**config.mk**
```make
export PLATFORM = sky130hd
export DESIGN_NAME = req_issue_queue_flat
export DESIGN_NICKNAME = d
export VERILOG_FILES = /design/src/rtl/coherence_pkg.sv /design/src/rtl/req_issue_queue_if.sv /design/src/rtl/req_fifo.sv /design/src/rtl/req_issue_queue.sv /design/src/flat_wrapper.sv
export SDC_FILE = /design/constraint.sdc
export NUM_CORES = 1
export LEC_CHECK = 0
export CORE_MARGIN = 8
export CORE_UTILIZATION = 40
export CTS_CLUSTER_SIZE = 14
export DETAILED_ROUTE_END_ITERATION = 12
export GPL_TIMING_DRIVEN = 1
export SLEW_MARGIN = 20
export SYNTH_ARGS = -nofsm -noshare
export SYNTH_HDL_FRONTEND = slang
export SYNTH_HIERARCHICAL = 1
export SYNTH_SLANG_ARGS = --single-unit
```
**constraint.sdc**
```tcl
create_clock -name clk_i -period 2.4 [get_ports clk_i]
set_input_delay 0.48 -clock clk_i [delete_from_list [all_inputs] [get_ports clk_i]]
set_output_delay 0.48 -clock clk_i [all_outputs]
set_load 0.05 [all_outputs]
```
**src/rtl/coherence_pkg.sv**
```systemverilog
// Shared coherence encodings: address/op/processor/data fields, cache state,
// issue-queue FSM states and the packed request payload.
package coherence_pkg;

  localparam int unsigned ADDR_W = 4;
  localparam int unsigned OP_W   = 2;
  localparam int unsigned PROC_W = 2;
  localparam int unsigned DATA_W = 4;
  localparam int unsigned REQ_W  = ADDR_W + OP_W + PROC_W + DATA_W;
  localparam int unsigned CNT_W  = 4;
  localparam int unsigned STAT_W = 8;

  typedef logic [ADDR_W-1:0] addr_t;
  typedef logic [OP_W-1:0]   op_t;
  typedef logic [PROC_W-1:0] proc_t;
  typedef logic [DATA_W-1:0] data_t;

  // Block address codes 0001..1000 map to blocks 100..138.
  localparam addr_t ADDR_MIN = 4'b0001;
  localparam addr_t ADDR_MAX = 4'b1000;

  localparam op_t   OP_READ  = 2'b00;
  localparam op_t   OP_WRITE = 2'b01;

  localparam proc_t PROC_P1  = 2'b00;
  localparam proc_t PROC_P2  = 2'b01;

  typedef enum logic [1:0] {
    CS_INVALID  = 2'b00,
    CS_SHARED   = 2'b01,
    CS_MODIFIED = 2'b10
  } cache_state_e;

  typedef enum logic [1:0] {
    ST_IDLE  = 2'b00,
    ST_ISSUE = 2'b01,
    ST_WAIT  = 2'b10
  } iq_state_e;

  typedef struct packed {
    addr_t addr;
    op_t   op;
    proc_t proc;
    data_t data;
  } req_t;

  // A request is storable only with an in-range address, op and processor.
  function automatic logic req_legal(req_t r);
    return (r.addr >= ADDR_MIN) && (r.addr <= ADDR_MAX) &&
           ((r.op == OP_READ) || (r.op == OP_WRITE)) &&
           ((r.proc == PROC_P1) || (r.proc == PROC_P2));
  endfunction

endpackage

```
**src/rtl/req_issue_queue_if.sv**
```systemverilog
// Request-side and directory-side bundle of the issue queue.
// Optional stats ports exist only when REQ_ISSUE_STATS_EN is defined.
interface req_issue_queue_if;
  import coherence_pkg::*;

  logic              req_valid;
  logic              req_ready;
  addr_t             req_address;
  op_t               req_wr;
  proc_t             req_proc;
  data_t             req_data;
  logic              issue_valid;
  addr_t             issue_address;
  op_t               issue_wr;
  proc_t             issue_proc;
  data_t             issue_data;
  logic              dir_busy;
  logic              dir_done;
  logic [CNT_W-1:0]  count;
  logic              illegal;
`ifdef REQ_ISSUE_STATS_EN
  logic [STAT_W-1:0] issued_reads;
  logic [STAT_W-1:0] issued_writes;

  modport master (
    output req_valid, req_address, req_wr, req_proc, req_data, dir_busy, dir_done,
    input  req_ready, issue_valid, issue_address, issue_wr, issue_proc, issue_data,
           count, illegal, issued_reads, issued_writes
  );
  modport slave (
    input  req_valid, req_address, req_wr, req_proc, req_data, dir_busy, dir_done,
    output req_ready, issue_valid, issue_address, issue_wr, issue_proc, issue_data,
           count, illegal, issued_reads, issued_writes
  );
`else
  modport master (
    output req_valid, req_address, req_wr, req_proc, req_data, dir_busy, dir_done,
    input  req_ready, issue_valid, issue_address, issue_wr, issue_proc, issue_data,
           count, illegal
  );
  modport slave (
    input  req_valid, req_address, req_wr, req_proc, req_data, dir_busy, dir_done,
    output req_ready, issue_valid, issue_address, issue_wr, issue_proc, issue_data,
           count, illegal
  );
`endif
endinterface

```
**src/rtl/req_fifo.sv**
```systemverilog
// Circular request storage with registered pointers and occupancy count.
module req_fifo #(
  parameter int unsigned DEPTH = 4,
  parameter int unsigned WIDTH = 12
) (
  input  logic             clk_i,
  input  logic             rst_i,
  input  logic             push_i,
  input  logic             pop_i,
  input  logic [WIDTH-1:0] wdata_i,
  output logic [WIDTH-1:0] head_o,
  output logic [3:0]       count_o
);
  localparam int unsigned PTR_W = (DEPTH > 1) ? $clog2(DEPTH) : 1;
  localparam int unsigned CNT_W = 4;

  logic [WIDTH-1:0] mem_q [DEPTH];
  logic [PTR_W-1:0] wr_ptr_q, wr_ptr_d;
  logic [PTR_W-1:0] rd_ptr_q, rd_ptr_d;
  logic [CNT_W-1:0] count_q, count_d;

  // Pointer and count update; power-of-two depth makes pointer wrap free.
  always_comb begin
    wr_ptr_d = wr_ptr_q;
    rd_ptr_d = rd_ptr_q;
    if (push_i) wr_ptr_d = wr_ptr_q + PTR_W'(1);
    if (pop_i)  rd_ptr_d = rd_ptr_q + PTR_W'(1);
    count_d = count_q + CNT_W'(push_i) - CNT_W'(pop_i);
  end

  // Control registers with synchronous reset.
  always_ff @(posedge clk_i) begin
    if (rst_i) begin
      wr_ptr_q <= '0;
      rd_ptr_q <= '0;
      count_q  <= '0;
    end else begin
      wr_ptr_q <= wr_ptr_d;
      rd_ptr_q <= rd_ptr_d;
      count_q  <= count_d;
    end
  end

  // Data storage needs no reset; only entries below count are ever read.
  always_ff @(posedge clk_i) begin
    if (push_i) mem_q[wr_ptr_q] <= wdata_i;
  end

  assign head_o  = mem_q[rd_ptr_q];
  assign count_o = count_q;

endmodule

```
**src/rtl/req_issue_queue.sv**
```systemverilog
// Request issue queue: legality filter, FIFO storage and a single-outstanding
// issue FSM toward the directory. Optional issue counters: REQ_ISSUE_STATS_EN.
module req_issue_queue
  import coherence_pkg::*;
#(
  parameter int unsigned DEPTH = 4
) (
  input logic               clk_i,
  input logic               rst_i,
  req_issue_queue_if.slave  bus_if
);

  iq_state_e        state_q, state_d;
  logic             issue_valid_q, issue_valid_d;
  req_t             issue_q, issue_d;
  logic             illegal_q, illegal_d;
  req_t             req_in;
  req_t             head;
  logic [CNT_W-1:0] count;
  logic             full, req_fire, req_ok, push, pop;

  assign req_in   = '{addr: bus_if.req_address, op: bus_if.req_wr,
                      proc: bus_if.req_proc, data: bus_if.req_data};
  assign full     = (count == CNT_W'(DEPTH));
  assign req_fire = bus_if.req_valid & ~full;
  assign req_ok   = req_legal(req_in);
  assign push     = req_fire & req_ok;
  assign pop      = (state_q == ST_ISSUE) & ~bus_if.dir_busy;

  req_fifo #(
    .DEPTH (DEPTH),
    .WIDTH (REQ_W)
  ) u_fifo (
    .clk_i   (clk_i),
    .rst_i   (rst_i),
    .push_i  (push),
    .pop_i   (pop),
    .wdata_i (req_in),
    .head_o  (head),
    .count_o (count)
  );

  // Issue FSM next state; head fields are captured on every entry into ISSUE.
  always_comb begin
    state_d       = state_q;
    issue_d       = issue_q;
    illegal_d     = req_fire & ~req_ok;
    unique case (state_q)
      ST_IDLE:  if (count != '0) state_d = ST_ISSUE;
      ST_ISSUE: if (!bus_if.dir_busy) state_d = ST_WAIT;
      ST_WAIT:  if (bus_if.dir_done) state_d = (count != '0) ? ST_ISSUE : ST_IDLE;
      default:  state_d = ST_IDLE;
    endcase
    issue_valid_d = (state_d == ST_ISSUE);
    if ((state_d == ST_ISSUE) && (state_q != ST_ISSUE)) issue_d = head;
  end

  // FSM and output registers.
  always_ff @(posedge clk_i) begin
    if (rst_i) begin
      state_q       <= ST_IDLE;
      issue_valid_q <= 1'b0;
      issue_q       <= '0;
      illegal_q     <= 1'b0;
    end else begin
      state_q       <= state_d;
      issue_valid_q <= issue_valid_d;
      issue_q       <= issue_d;
      illegal_q     <= illegal_d;
    end
  end

  assign bus_if.req_ready     = ~full;
  assign bus_if.issue_valid   = issue_valid_q;
  assign bus_if.issue_address = issue_q.addr;
  assign bus_if.issue_wr      = issue_q.op;
  assign bus_if.issue_proc    = issue_q.proc;
  assign bus_if.issue_data    = issue_q.data;
  assign bus_if.count         = count;
  assign bus_if.illegal       = illegal_q;

`ifdef REQ_ISSUE_STATS_EN
  logic [STAT_W-1:0] reads_q, reads_d;
  logic [STAT_W-1:0] writes_q, writes_d;

  // Saturating per-op counters bumped on each pop of the presented head.
  always_comb begin
    reads_d  = reads_q;
    writes_d = writes_q;
    if (pop && (issue_q.op == OP_READ) && (reads_q != '1))
      reads_d = reads_q + STAT_W'(1);
    if (pop && (issue_q.op == OP_WRITE) && (writes_q != '1))
      writes_d = writes_q + STAT_W'(1);
  end

  // Stats registers.
  always_ff @(posedge clk_i) begin
    if (rst_i) begin
      reads_q  <= '0;
      writes_q <= '0;
    end else begin
      reads_q  <= reads_d;
      writes_q <= writes_d;
    end
  end

  assign bus_if.issued_reads  = reads_q;
  assign bus_if.issued_writes = writes_q;
`endif

endmodule

```
**src/flat_wrapper.sv**
```systemverilog
// flat-port wrapper written by rule: the top's interface ports become plain ports
module req_issue_queue_flat import coherence_pkg::*;
#(
  parameter int unsigned DEPTH = 4
)
  (clk_i, rst_i, bus_if_req_valid, bus_if_req_address, bus_if_req_wr, bus_if_req_proc, bus_if_req_data, bus_if_dir_busy, bus_if_dir_done, bus_if_req_ready, bus_if_issue_valid, bus_if_issue_address, bus_if_issue_wr, bus_if_issue_proc, bus_if_issue_data, bus_if_count, bus_if_illegal);
  req_issue_queue_if bus_if_i ();
  input logic clk_i;
  input logic rst_i;
  input wire logic [$bits(bus_if_i.req_valid)-1:0] bus_if_req_valid;
  input wire logic [$bits(bus_if_i.req_address)-1:0] bus_if_req_address;
  input wire logic [$bits(bus_if_i.req_wr)-1:0] bus_if_req_wr;
  input wire logic [$bits(bus_if_i.req_proc)-1:0] bus_if_req_proc;
  input wire logic [$bits(bus_if_i.req_data)-1:0] bus_if_req_data;
  input wire logic [$bits(bus_if_i.dir_busy)-1:0] bus_if_dir_busy;
  input wire logic [$bits(bus_if_i.dir_done)-1:0] bus_if_dir_done;
  output wire logic [$bits(bus_if_i.req_ready)-1:0] bus_if_req_ready;
  output wire logic [$bits(bus_if_i.issue_valid)-1:0] bus_if_issue_valid;
  output wire logic [$bits(bus_if_i.issue_address)-1:0] bus_if_issue_address;
  output wire logic [$bits(bus_if_i.issue_wr)-1:0] bus_if_issue_wr;
  output wire logic [$bits(bus_if_i.issue_proc)-1:0] bus_if_issue_proc;
  output wire logic [$bits(bus_if_i.issue_data)-1:0] bus_if_issue_data;
  output wire logic [$bits(bus_if_i.count)-1:0] bus_if_count;
  output wire logic [$bits(bus_if_i.illegal)-1:0] bus_if_illegal;
  assign bus_if_i.req_valid = bus_if_req_valid;
  assign bus_if_i.req_address = bus_if_req_address;
  assign bus_if_i.req_wr = bus_if_req_wr;
  assign bus_if_i.req_proc = bus_if_req_proc;
  assign bus_if_i.req_data = bus_if_req_data;
  assign bus_if_i.dir_busy = bus_if_dir_busy;
  assign bus_if_i.dir_done = bus_if_dir_done;
  assign bus_if_req_ready = bus_if_i.req_ready;
  assign bus_if_issue_valid = bus_if_i.issue_valid;
  assign bus_if_issue_address = bus_if_i.issue_address;
  assign bus_if_issue_wr = bus_if_i.issue_wr;
  assign bus_if_issue_proc = bus_if_i.issue_proc;
  assign bus_if_issue_data = bus_if_i.issue_data;
  assign bus_if_count = bus_if_i.count;
  assign bus_if_illegal = bus_if_i.illegal;
  req_issue_queue #(.DEPTH(DEPTH)) u_core (.clk_i(clk_i), .rst_i(rst_i), .bus_if(bus_if_i));
endmodule
```
# ---- Word level (Yosys, flattened, before mapping)
# Memory sizes are Yosys's and may differ from the RTL's. A register that Yosys moved wholly into a read port is not among the register bits.
# Index checks and enable logic that the tools add are counted.
dict set report word_totals {
  regBits 12
  mem_bits_rw 48
  in_bits 17
  output_inout_bits 19
  elab_cells 44
  mem_count 1
}
# name words width rd rd_clocked_by_memory_dff wr line_no
set memory_table {}
lappend memory_table {u_core.u_fifo.mem_q 4 12 1 1 1 req_fifo.sv:17} ;# logic [WIDTH-1:0] mem_q [DEPTH];
dict set report classes {
  addsub 4
  magnitude_cmp 2
  eq_ne 7
  muxes 7
  bitwise 7
  reduce_logical 10
}
# op count
set ops {}
lappend ops {{== test 2 x 1 -> 1 bit, second input constant} 4}
lappend ops {{logical NOT 2 bit} 3}
lappend ops {{two-way mux 2 bit} 3}
lappend ops {{case mux 2 bit (3 select lines)} 1}
lappend ops {{adder 2 x 1 -> 2 bit, second input constant} 2}
lappend ops {{adder 4 x 1 -> 4 bit} 1}
lappend ops {{AND 1 bit} 4}
lappend ops {{== test 4 x 3 -> 1 bit, second input constant} 1}
lappend ops {{greater-or-equal comparator 4 x 1 -> 1 bit, second input constant} 1}
lappend ops {{<= comparator 4 bit, second input constant} 1}
lappend ops {{logical AND 1 bit} 4}
lappend ops {{nonzero test 4 bit} 1}
lappend ops {{subtractor 4 x 1 -> 4 bit} 1}
lappend ops {{two-way mux 1 bit} 3}
lappend ops {{inverter 1 bit} 3}
lappend ops {{== test 2 bit, second input constant} 1}
lappend ops {{logical OR 1 bit} 2}
lappend ops {{!= test 2 x 1 -> 1 bit, second input constant} 1}

# ---- Depth between registers and ports, before layout
dict set report logic_depth {
  depth_word 7
  depth_mapped 8
  mapped_depth_nobuf 8
}

# ---- Cells and area by module
# Netlist, hierarchy kept.
# module n_inst cells_per_inst area_each_um2
set by_module_without_submodules {}
lappend by_module_without_submodules {req_fifo 1 114 2232.1}
lappend by_module_without_submodules {req_issue_queue 1 73 737.0}

# ---- Worst setup path before layout
# No wires, ideal clock.
dict set report synth_path {
  kind {flip-flop to flip-flop}
  from {reg u_core.u_fifo.count_q[1], in the netlist u_core/u_fifo/count_o[1]}
  to {reg u_core.u_fifo.count_q[2], in the netlist u_core/u_fifo/count_o[2]}
  setup_ps 126
  arrival_ps 2972
  required_ps 2274
  path_slack_ps -698
  path_stages_with_launch 9
  period_less_slack_ps 3098
  cell_sequence {dfxtp_1 or4b_1 nand2_1 nor4b_1 ha_1 inv_1 fa_1 xor2_1 nor2_1}
}
dict set report synth_via {
  elab_chain_len 6
}
# element line_no
set synth_rtl {}
lappend synth_rtl {{start, declared} req_fifo.sv:20} ;# logic [CNT_W-1:0] count_q, count_d;
lappend synth_rtl {{start signal, assigned} req_fifo.sv:40} ;# count_q <= count_d;
lappend synth_rtl {{== test 4 x 3 -> 1 bit} req_issue_queue.sv:24} ;# assign full = (count == CNT_W'(DEPTH));
lappend synth_rtl {{inverter 1 bit} n/a}
lappend synth_rtl {{net bus_if_req_ready} flat_wrapper.sv:17} ;# output wire logic [$bits(bus_if_i.req_ready)-1:0] bus_if_req_ready;
lappend synth_rtl {{AND 1 bit} req_issue_queue.sv:25} ;# assign req_fire = bus_if.req_valid & ~full;
lappend synth_rtl {{AND 1 bit} req_issue_queue.sv:27} ;# assign push = req_fire & req_ok;
lappend synth_rtl {{net u_core.push} req_issue_queue.sv:20} ;# logic full, req_fire, req_ok, push, pop;
lappend synth_rtl {{adder 4 x 1 -> 4 bit} req_fifo.sv:28} ;# count_d = count_q + CNT_W'(push_i) - CNT_W'(pop_i);
lappend synth_rtl {{subtractor 4 x 1 -> 4 bit} req_fifo.sv:28}
# The timed path passes the listed nets, and every way through them passes these cells.
# A chain may end at the register's enable or synchronous reset.

# ---- Worst setup path after layout
dict set report layout_path {
  from {in bus_if_req_address[2]}
  to {reg u_core.u_fifo.count_q[2], in the netlist u_core/u_fifo/count_o[2]}
}
dict set report layout_via {
  elab_chain_len 7
  word_cells_on_any_way 8
  classes_between {add/sub: 2; order compare: 2; bitwise: 1; reduce/logical: 3}
}
# element line_no
set layout_rtl {}
lappend layout_rtl {{start, declared} flat_wrapper.sv:11} ;# input wire logic [$bits(bus_if_i.req_address)-1:0] bus_if_req_address;
lappend layout_rtl {{greater-or-equal comparator 4 x 1 -> 1 bit / <= comparator 4 bit (equally long branches)} coherence_pkg.sv:49} ;# return (r.addr >= ADDR_MIN) && (r.addr <= ADDR_MAX) &&
lappend layout_rtl {{logical AND 1 bit * (2 in series)} coherence_pkg.sv:49}
lappend layout_rtl {{logical AND 1 bit *} coherence_pkg.sv:50} ;# ((r.op == OP_READ) || (r.op == OP_WRITE)) &&
lappend layout_rtl {{AND 1 bit *} req_issue_queue.sv:27}
lappend layout_rtl {{net u_core.push} req_issue_queue.sv:20}
lappend layout_rtl {{adder 4 x 1 -> 4 bit *} req_fifo.sv:28}
lappend layout_rtl {{subtractor 4 x 1 -> 4 bit *} req_fifo.sv:28}
# The timed path passes the listed nets; every way through them passes the cells marked *.

==> results.toml <==
[sta]
min_period_ps = 2268
fmax_ghz = 0.4409
slew_violations = 0
period_share_pct = 94.51
setup_slack_ps = 131.7
worst_pin_slew_ps = 632.0
final_hold_viol_count = 0
timing.slew.headroom_pct = 57.81
skew_ps = 7.040
setup_viol = 0
rsz0062_at_grt = "no"

[setup_path]
slowest_delay_ps = 450
path_delay_family = "adder cells"
ff2ff_setup_slack_ps = 450
crit_slowest_cell = "clkdlybuf4s50_1"
worstPathArrival_ps = 2490
crit_start = "bus_if_req_address[2]"
crit_chain = "clkdlybuf4s50_1 -> nor3_2 -> xnor2_1 -> nor4b_4 -> ha_2 -> inv_1 -> fa_1 -> xor2_1 -> nor2_1"
reg2reg_from = "u_core/u_fifo/count_o[1]"
critPathMaxFanout = 2
reg2regPathDepth = 7
crit_end = "u_core/u_fifo/count_o[2]"
critPathBufInv = 2
r2r_end = "u_core/u_fifo/count_o[1]"
crit_path_start_kind = "input port"
path_class = "input port to register"
cp-end-kind = "register"
cp.depth = 9
worstPathRequired_ps = 2620

[synthesis]
ys_types = 31
synth_top_family_by_area = "multiplexers"
syn_area_per_cell_um2 = 15.88
synthSimpleGateAreaFrac_pct = 10.41
synth_compound_area_share_pct = 1.517
syn_nets = 213
syn-cell-area_mm2 = 0.002969
ys_warn_count = 6
synth_mux_area_share_pct = 13.74
synth_xor_xnor_area_share_pct = 1.770
synth_fa_ha_area_share_pct = 4.046
ys_ff_latch = 74
yosysSeqAreaShare_pct = 66.08
synthCells = 187

[route]
dr_wl_met3_um = 224
vias = 1604
highest_layer = "met4"
drcViolationCount = 0
wirelength_um = 5174
first_iter_violations = 57
dr_wl_met2_um = 2327
dr.pass1.iters = 4
wl_per_cell_um = 14.78
viasPerCell = 4.583
drt-met1-wl_um = 2508
antenna_left = 0

[global_routing]
grt_first_pass_wirelength_um = 8404
grt_antenna_before_repair = 0
grt_overflow = 0
grt_max_degree = 38
track_usage_pct = 10.90
grt_pass1_vias = 1643

[status]
status = "completed"

[final_layout]
final-instance-count-excl-fill = 350
area_growth_pct = 27.22
drive_above_1_share_pct = 21.91
antenna_cells = 0
fin_util_pct = 52.36
fin_area_mm2 = 0.003777
nNetsFinal = 272

[place]
routabilityCongestion = 0.7470
place_ws_ps = -346.6
portBuffers = 35
hpwl_um = 3663
placed_area_mm2 = 0.003598
dp_cells = 334

[floorplan]
chipWidth_um = 102.2
rows = 31
coreArea_mm2 = 0.007214
io_pins = 36
die_h_um = 102.2
die_area_mm2 = 0.01044
start_util_pct = 41.16

[power]
pwr-share-seq_pct = 42.6
power_density_mw_per_mm2 = 1006
p_comb_share_pct = 35.0
ir_drop_uv = 347.9
swShare_pct = 35.51
p_leak_nw = 1.320
switching_power_w = 0.001349
cellInternalPower_w = 0.002450
pwr-share-clk_pct = 22.3

[worst_hold_path]
worstHoldPathType = "register to register"
hold_depth = 2

[clocking]
clock_latency_ps = 340
htreeDepth = 3
cts.path.max_buffers = 2
ctsHoldBuffers = 0
cts_buffers = 9
clkTransAtPathRegs_ps = 80
clkSinkCount = 74
cts_root_buf = "clkbuf_8"
cts_tree = "built"
post_cts_buffers = 0

[flow_run]
drv_cap = 0
per-layer routing:
layer | global-route usage [%] | vias to the layer above
li1 | - | 802
met1 | 14.16 | 764
met2 | 16.14 | 30
met3 | 2.861 | 8
met4 | 6.095 | 0
met5 | 0 | -
cells in the final DEF (no fill, tap or decap), types with 3 or more instances in the layout:
cell type	Yosys	layout
edfxtp_1	48	48
clkdlybuf4s50_1	0	33
nand2b_1	24	24
dfxtp_1	26	23
buf_4	0	18
mux2i_1	13	13
mux4_2	10	10
clkbuf_8	0	9
nor2_1	8	8
inv_1	8	8
ha_1	8	7
xnor2_1	4	4
a21oi_1	4	4
and2_1	4	4
nor2b_1	3	3
dfxtp_2	0	3
worst min-delay path, stage by stage, from the launching register on:
cell	delay [ps]
dfxtp_1	310
nand2b_1	60
mux2i_1	60
synthesized netlist by cell type, drive strengths merged:
library cell  count  area [um2]
nand2             2       7.510
fa                1       20.02
nand2b           24       150.1
a21o              1       7.510
nor2              8       30.03
nor2b             3       18.77
a211oi            1       7.510
edfxtp           48        1441
or3               1       6.260
or4b              1       10.01
a21oi             4       20.02
nor4b             1       8.760
xnor2             4       35.03
inv               8       30.03
mux4             12       277.8
mux2i            13       130.1
dfxtp            26       520.5
nor3              2       15.01
clkbuf            4       15.01
nor3b             1       7.510
nor4              1       12.51
ha                8       100.1
nand3b            1       7.510
buf               3       27.52
xor2              2       17.52
nand3             2       10.01
and2              4       25.02
o21ba             1       10.01
registers in the layout, indices dropped and copies added (netlist names), named ones only:
| signal | cells |
|---|---|
| u_core/u_fifo/mem_q | 48 |
| u_core/bus_if.issue_address | 4 |
| u_core/bus_if.issue_data | 4 |
| u_core/u_fifo/count_o | 4 |
| u_core/bus_if.issue_proc | 2 |
| u_core/bus_if.issue_wr | 2 |
| u_core/state_q | 2 |
| u_core/u_fifo/rd_ptr_q | 2 |
| u_core/u_fifo/wr_ptr_q | 2 |
| u_core/bus_if.illegal | 1 |
| u_core/bus_if.issue_valid | 1 |
stage by stage:
stage / TNS (ps) / total power, W / hold WS, ps
after floorplan: 0 / 0.002604 / 484.7
after global placement: -7074 / 0.003000 / 459.2
after detailed placement: -10200 / 0.003002 / 459.6
after CTS: 0 / 0.003850 / 477.6
after global routing: 0 / 0.004009 / 487.3
final: 0 / 0.003799 / 473.0
how the worst min path moves through the flow:
| stage | start | endpoint |
|---|---|---|
| 2_1_floorplan | u_core/u_fifo/rd_ptr_q[1] | register |
| 3_3_place_gp | u_core/bus_if.issue_data[3] | u_core/bus_if.issue_data[3] |
| 3_5_place_dp | u_core/bus_if.issue_data[3] | u_core/bus_if.issue_data[3] |
| 4_1_cts | u_core/bus_if.issue_proc[1] | u_core/bus_if.issue_proc[1] |
| 5_1_grt | u_core/bus_if.issue_wr[1] | u_core/bus_if.issue_wr[1] |
| 6_report | u_core/bus_if.issue_proc[1] | u_core/bus_if.issue_proc[1] |
kinds of logic (layout without fill, tap and decap cells):
family / count (synthesis) / after routing
DFF: 74 / 74
AOI/OAI and AO/OA: 7 / 7
and+or+nand+nor: 51 / 51
buffers and inverters: 15 / 79
adders and majority gates: 9 / 9
muxes: 25 / 25
xor gates and xnor gates: 6 / 6
cell type report:
| class | count | area (um2) |
|---|---|---|
| clock buffer | 10 | 127.6 |
| timing repair buffer | 55 | 526.8 |
| clock inverter | 6 | 42.54 |
| sequential | 74 | 1966 |
| multi-input combinational | 98 | 960.9 |
| inverter | 8 | 30.03 |
| fill | 625 | 3437 |
| tap | 99 | 123.9 |
timing repair:
item,4_1_cts,5_1_grt
pin swaps,0,1
cloned,0,0
setup endpoints to repair,1,2
hold endpoints to repair,0,0
gates resized for setup,1,3
power by group through the flow:
stage | clock network, W | logic [W] | registers (W)
after floorplan | 0 | 0.000565 | 0.00204
after global placement | 0 | 0.00135 | 0.00165
after detailed placement | 0 | 0.00135 | 0.00165
after CTS | 0.000875 | 0.00135 | 0.00162
after global routing | 0.000930 | 0.00143 | 0.00165
final | 0.000849 | 0.00133 | 0.00162
Note: power is estimated with default switching activity, not from simulation.
